<file path="config.mk">
export PLATFORM = sky130hd
export DESIGN_NAME = axis_burst_packer
export DESIGN_NICKNAME = d
export VERILOG_FILES = /design/src/rtl/axis_burst_packer.sv
export SDC_FILE = /design/constraint.sdc
export NUM_CORES = 1
export LEC_CHECK = 0
export ABC_AREA = 1
export CAP_MARGIN = 30
export CORE_AREA = 5 5 180 182
export DETAILED_ROUTE_END_ITERATION = 12
export DIE_AREA = 0 0 185 187
export PLACE_DENSITY = 0.8
export SLEW_MARGIN = 40
export SYNTH_ARGS = -nofsm -noshare
export SYNTH_HDL_FRONTEND = slang
export SYNTH_SLANG_ARGS = --single-unit
</file>
<file path="constraint.sdc">
create_clock -name clk -period 2.7 [get_ports clk]
set_clock_uncertainty 0.15 [all_clocks]
set_input_delay 0.675 -clock clk [delete_from_list [all_inputs] [get_ports clk]]
set_output_delay 0.675 -clock clk [all_outputs]
set_load 0.05 [all_outputs]
</file>
<file path="src/rtl/axis_burst_packer.sv">
// rtl/axis_burst_packer.sv - frames wide capture bursts as header/data/trailer packets on a narrow stream
module axis_burst_packer #(
  parameter int          NUM_CHANNELS  = 4,
  parameter int          CHANNEL_WIDTH = 64,
  parameter int          BURST_LENGTH  = 32,
  parameter int          OUT_WIDTH     = 32,
  parameter logic [15:0] HEADER_MAGIC  = 16'hA55A,
  localparam int         DATA_WIDTH    = NUM_CHANNELS * CHANNEL_WIDTH,
  localparam int         RATIO         = DATA_WIDTH / OUT_WIDTH,
  localparam int         SW            = (RATIO > 1) ? $clog2(RATIO) : 1
) (
  input  logic                  clk,
  input  logic                  rst_n,
  input  logic                  s_axis_tvalid,
  output logic                  s_axis_tready,
  input  logic [DATA_WIDTH-1:0] s_axis_tdata,
  input  logic                  s_axis_tlast,
  output logic                  m_axis_tvalid,
  input  logic                  m_axis_tready,
  output logic [OUT_WIDTH-1:0]  m_axis_tdata,
  output logic                  m_axis_tlast
);

  typedef enum logic [2:0] {
    S_IDLE, S_H0, S_H1, S_LOAD, S_SER, S_TRL
  } state_t;

  state_t                state, next_state;
  logic [15:0]           seq;
  logic [31:0]           ts, ts_lat;
  logic [15:0]           beat_cnt, beat_nxt;
  logic                  err_short, err_long, last_q;
  logic [DATA_WIDTH-1:0] shift_reg, shift_nxt;
  logic [SW-1:0]         slice_cnt;
  logic                  m_hs, s_hs, last_slice, close_pkt;

  assign m_hs       = m_axis_tvalid && m_axis_tready;
  assign s_hs       = s_axis_tvalid && s_axis_tready;
  assign last_slice = (slice_cnt == SW'(RATIO - 1));
  assign close_pkt  = last_q || (beat_cnt == 16'(BURST_LENGTH));
  assign beat_nxt   = beat_cnt + 16'd1;
  assign shift_nxt  = shift_reg >> OUT_WIDTH;

  always_ff @(posedge clk) begin
    if (!rst_n) state <= S_IDLE;
    else        state <= next_state;
  end

  always_comb begin
    next_state = state;
    case (state)
      S_IDLE: if (s_axis_tvalid) next_state = S_H0;
      S_H0:   if (m_hs) next_state = S_H1;
      S_H1:   if (m_hs) next_state = S_LOAD;
      S_LOAD: if (s_hs) next_state = S_SER;
      S_SER:  if (m_hs && last_slice) next_state = close_pkt ? S_TRL : S_LOAD;
      S_TRL:  if (m_hs) next_state = S_IDLE;
      default: next_state = S_IDLE;
    endcase
  end

  always_comb begin
    s_axis_tready = (state == S_LOAD);
  end

  // Output word, valid and last are registered from the next state so the
  // word is already on the bus in the cycle the FSM enters a sending state.
  always_ff @(posedge clk) begin
    if (!rst_n) begin
      m_axis_tvalid <= 1'b0;
      m_axis_tdata  <= '0;
      m_axis_tlast  <= 1'b0;
      seq           <= '0;
      ts            <= '0;
      ts_lat        <= '0;
      beat_cnt      <= '0;
      err_short     <= 1'b0;
      err_long      <= 1'b0;
      last_q        <= 1'b0;
      shift_reg     <= '0;
      slice_cnt     <= '0;
    end else begin
      ts            <= ts + 32'd1;
      m_axis_tvalid <= (next_state == S_H0) || (next_state == S_H1) ||
                       (next_state == S_SER) || (next_state == S_TRL);
      m_axis_tlast  <= (next_state == S_TRL);
      case (state)
        S_IDLE: begin
          if (s_axis_tvalid) begin
            ts_lat       <= ts;
            m_axis_tdata <= OUT_WIDTH'({HEADER_MAGIC, seq});
          end
        end
        S_H0: begin
          if (m_hs) m_axis_tdata <= OUT_WIDTH'(ts_lat);
        end
        S_LOAD: begin
          if (s_hs) begin
            shift_reg    <= s_axis_tdata;
            m_axis_tdata <= s_axis_tdata[OUT_WIDTH-1:0];
            slice_cnt    <= '0;
            beat_cnt     <= beat_nxt;
            last_q       <= s_axis_tlast;
            err_short    <= err_short | (s_axis_tlast && (beat_nxt < 16'(BURST_LENGTH)));
            err_long     <= err_long | (!s_axis_tlast && (beat_nxt == 16'(BURST_LENGTH)));
          end
        end
        S_SER: begin
          if (m_hs) begin
            if (last_slice) begin
              if (close_pkt)
                m_axis_tdata <= OUT_WIDTH'({err_short, err_long, 14'b0, beat_cnt});
            end else begin
              slice_cnt    <= slice_cnt + SW'(1);
              shift_reg    <= shift_nxt;
              m_axis_tdata <= shift_nxt[OUT_WIDTH-1:0];
            end
          end
        end
        S_TRL: begin
          if (m_hs) begin
            seq       <= seq + 16'd1;
            beat_cnt  <= '0;
            err_short <= 1'b0;
            err_long  <= 1'b0;
          end
        end
        default: ;
      endcase
    end
  end

endmodule

</file>
# Word level (Yosys, flattened, before mapping)
# Index checks and enable logic that the tools add are counted.
word_totals:
  register_bits: 395
  in_bits: 261
  out_inout_bits: 35
  elab_cells: 90
classes:
  n_addsub: 4
  order_cmp: 1
  n_eq_ne: 19
  muxes: 31
  n_bitwise: 2
  reduce_logical: 20
op_table:
  columns: ["operator", "n"]
  rows:
  - ["$mux 256", 3]
  - ["$pmux 256 s2", 1]
  - ["$mux 32", 6]
  - ["$pmux 32 s4", 1]
  - ["$add 16x1->16 const B", 2]
  - ["$add 32x1->32 const B", 1]
  - ["$eq 16x6->1 const B", 2]
  - ["$mux 16", 2]
  - ["$pmux 16 s2", 1]
  - ["$mux 3", 10]
  - ["$pmux 3 s6", 1]
  - ["$lt 16x6->1 const B", 1]
  - ["$eq 3x3->1 const B", 5]
  - ["$ne 2x2->1 const B", 5]
  - ["$eq 3x2->1 const B", 3]
  - ["$eq 3x1->1 const B", 2]
  - ["$pmux 3 s2", 1]
  - ["$reduce_and 2->1", 3]
  - ["$reduce_and 6->1", 1]
  - ["$logic_and 1x1->1", 5]
  - ["$logic_or 1x1->1", 4]
  - ["$pmux 1 s2", 2]
  - ["$reduce_and 4->1", 1]
  - ["$reduce_bool 2->1", 2]
  - ["other kinds (9)", 12]

# Longest topological paths before layout
depth:
  depth_word: 9
  ltp_mapped: 14

# Worst setup path before layout
# OpenSTA, ideal clock, no wires.
synth_path:
  path_kind: "reg2out"
  from: "register state[0]"
  to: "output s_axis_tready"
  t_arrival_ns: 1.301
  path_slack_ns: 0.574
  stages_incl_launch_ff: 4
  path_buffers: 1
  path_cell_list: "dfxtp_1 > nand2_1 > nor2_2 > clkbuf_1"
synth_via:
  elab_chain_cells: 1
synth_rtl:
  columns: ["item", "line_no", "rtl"]
  rows:
  - ["start, declared", "28", "state_t state, next_state;"]
  - ["start signal, assigned", "46", "else state <= next_state;"]
  - ["$eq 3x2->1", "63", "s_axis_tready = (state == S_LOAD);"]
  - ["end, declared", "15", "output logic s_axis_tready,"]
# No other way between the ends.

# Worst setup path in the final report
layout_path:
  from: "register m_axis_tdata[25]"
  to: "output m_axis_tdata[25]"
layout_rtl:
  columns: ["item", "line_no", "rtl"]
  rows:
  - ["start, declared", "20", "output logic [OUT_WIDTH-1:0] m_axis_tdata,"]
  - ["start signal, assigned", "91", "m_axis_tdata <= OUT_WIDTH'({HEADER_MAGIC, seq});"]
  - ["start signal, assigned", "95", "if (m_hs) m_axis_tdata <= OUT_WIDTH'(ts_lat);"]
  - ["start signal, assigned", "100", "m_axis_tdata <= s_axis_tdata[OUT_WIDTH-1:0];"]
# No word-level cell between the ends.

==> results.md <==
- Ys async rst share: 0
- First-pass GRT wire length: 81580 um
- DR vias: 16.40k
- Routed Antenna Nets: 0
- CTS hold repair buffers: 0
- Worst-path fanout max: 2
- # setup viols final: 0
- Synth top cells by count: nand2_1 (697), dfxtp_1 (363), o21ai_0 (211)
- Share of cells above drive strength 1: 0.05398
- CTS tree: yes
- Pin count of the biggest net entering global routing: 202
- Seq/Total Area, Yosys: 0.4531
- Pwr Density: 680.0 mW/mm2
- Synth top area cells: dfxtp_1 (45%), nand2_1 (16%), a31oi_1 (7.5%)
- Hold slack: 277.9 ps
- Layout area overhead: 29.56%
- CP max stage cell: clkdlybuf4s50_1
- Post-Syn Area per Cell: 7.040 um2
- RSZ-0062 raised after global routing: false
- Worst Path Required: 1880 ps
- Hold Path End: m_axis_tdata[16]$_SDFFE_PN0P_
- R2R Path End: ts[26]$_SDFF_PN0_
- H-tree level count: 2
- Initial Util: 0.5271
- VDD IR max: 586.3 uV
- First-pass iteration count of the detailed router: 6
- Root Driver: clkbuf_16
- Cell count after synthesis: 2278
- Final hold viol count: 0
- Yosys top cell area share: 0.4531
- Ys Warns: 0
- Crit path time final: 2573 ps
- R2R depth: 11
- Final std cells w/o fill: 2939
- CP startpoint: m_axis_tdata[25]$_SDFFE_PN0P_
- Clk sink count: 363
- Yosys reg bits: 363
- Distinct cell type count after synthesis: 38
- Worst hold path startpoint: rst_n
- Final slew viol count: 0
- Reg2reg start: ts[0]$_SDFF_PN0_
- Status: completed
- CTS Buf Count: 39
- Die W: 185 um
- Placed cells: 2865
- Drt drc: 0
- Cell family with most CP delay: buffers and inverters
- Total grt overflow: 0
- EDFF count, synth: 0
- Clock slew at reported path FFs: 60 ps
- NumNets Final: 2777
- Fin crit share: 0.9530
- CP arrival: 1750 ps
- Critical path, cell by cell: clkdlybuf4s50_1
- Crit-path max cell delay: 850 ps
- Drt wl/cell: 17.74 um
- Via/cell ratio: 5.580
- Max reg flops: 224
- # port buffers: 295
- CTS resizes: 0
- Gr usage total: 0.2884
- Routability congestion estimate: 0.9496
- Fmax: 0.3886 GHz
- Die area: 0.03460 mm2
- Clk buf depth: 3
- Vias in the first global route: 15.54k
- Initial drt markers: 1348
- Setup TNS Final: 0 ps
- Core Box Area: 0.03043 mm2
- Hpwl dp: 37830 um
- Tightest Pin Transition: 827.9 ps
- Top-count cell post-synth: nand2_1
- Postcts setup bufs: 0
- Rel. slew slack: 0.4481
- Site Rows: 64
- Later-pin clock latency in the skew report: 530 ps
- Worst setup SP type: flop
- Hold Crit Class: input pin to flop
- Flop2flop setup slack: 270 ps
- IO Count: 296
- Antenna violations before repair: 6
- Max Cap Viol: 0
- Post-synth top area cell: dfxtp_1
- Hold depth: 3
- Main synth FF type: dfxtp_1
- WL final: 52150 um
- Cell Area, Synth: 0.01604 mm2
- Leakage: 8.009 nW
- CP bufs+invs: 1
- Crit path capture type: primary output
- WS Path Type: flop to primary output
- Syn_nets: 2545
- Die H: 187 um
[stage by stage]
step	util	total power (W)	area [um2]	worst slack [ps]
4_1_cts	0.6824	0.01416	20770	91.89
2_1_floorplan	-	0.007605	16040	574.2
3_3_place_gp	0.6394	0.008720	19460	69.08
3_5_place_dp	0.6394	0.008764	19460	22.94
5_1_grt	0.6829	0.01467	20780	61.58
6_report	0.6829	0.01413	20780	126.8
[worst max path at each step]
stage	endpoint	slack, ps	cells after the start
floorplan	s_axis_tready	570	3
global placement	m_axis_tdata[30]$_SDFFE_PN0P_	70	9
detailed placement	m_axis_tdata[3]$_SDFFE_PN0P_	20	11
CTS	m_axis_tdata[25]	90	1
global route	m_axis_tdata[25]	60	1
finish	m_axis_tdata[25]	130	1
[where the power goes]
group | internal [W] | leakage [nW] | switching, W
clock network | 0.00326 | 0.642 | 0.00218
registers | 0.00578 | 2.94 | 0.000234
logic | 0.00108 | 4.43 | 0.00159
[final cells by class]
type	count	area [um2]
Fill cell	2639	9651
Timing Repair Buffer	352	3592
Clock buffer	58	1159
Antenna cell	5	12.51
Sequential cell	363	7267
Tap cell	396	495.5
Clock inverter	11	151.4
Multi-Input combinational cell	1620	7586
Inverter	134	515.5
[cells by family (layout without fill, tap and decap cells)]
group           after synthesis  after routing  synth area share
simple gates                981            981            0.2454
flops                       363            363            0.4531
buf+inv                     295            555           0.07490
xor+xnor                     10             10          0.005461
compound gates              623            623            0.2165
fa+ha+maj                     6              6          0.004681
other cells                   0              5                 0
[layout by cell type, fill, tap and decap left out, types with 6 or more instances in the layout]
cell type / n
nand3_1: 81
nand4_1: 13
clkbuf_1: 9
o21ai_0: 211
a31oi_1: 193
clkbuf_8: 9
o211ai_1: 14
or2_2: 6
buf_12: 17
buf_4: 41
o21ai_1: 61
a21oi_1: 119
dfxtp_1: 363
nor3_1: 37
inv_1: 128
a221oi_1: 7
nand2_1: 697
clkdlybuf4s50_1: 293
nor2_1: 132
ha_1: 6
xor2_1: 7
a211oi_1: 9
clkbuf_16: 40
[layer usage]
layer  global-route usage  routed length (um)
met1               0.3852               21890
met5                    0                  11
met4               0.1237                2223
met3              0.04551                3980
met2               0.4632               24040
No activity file was read; power rests on OpenSTA's default activity.
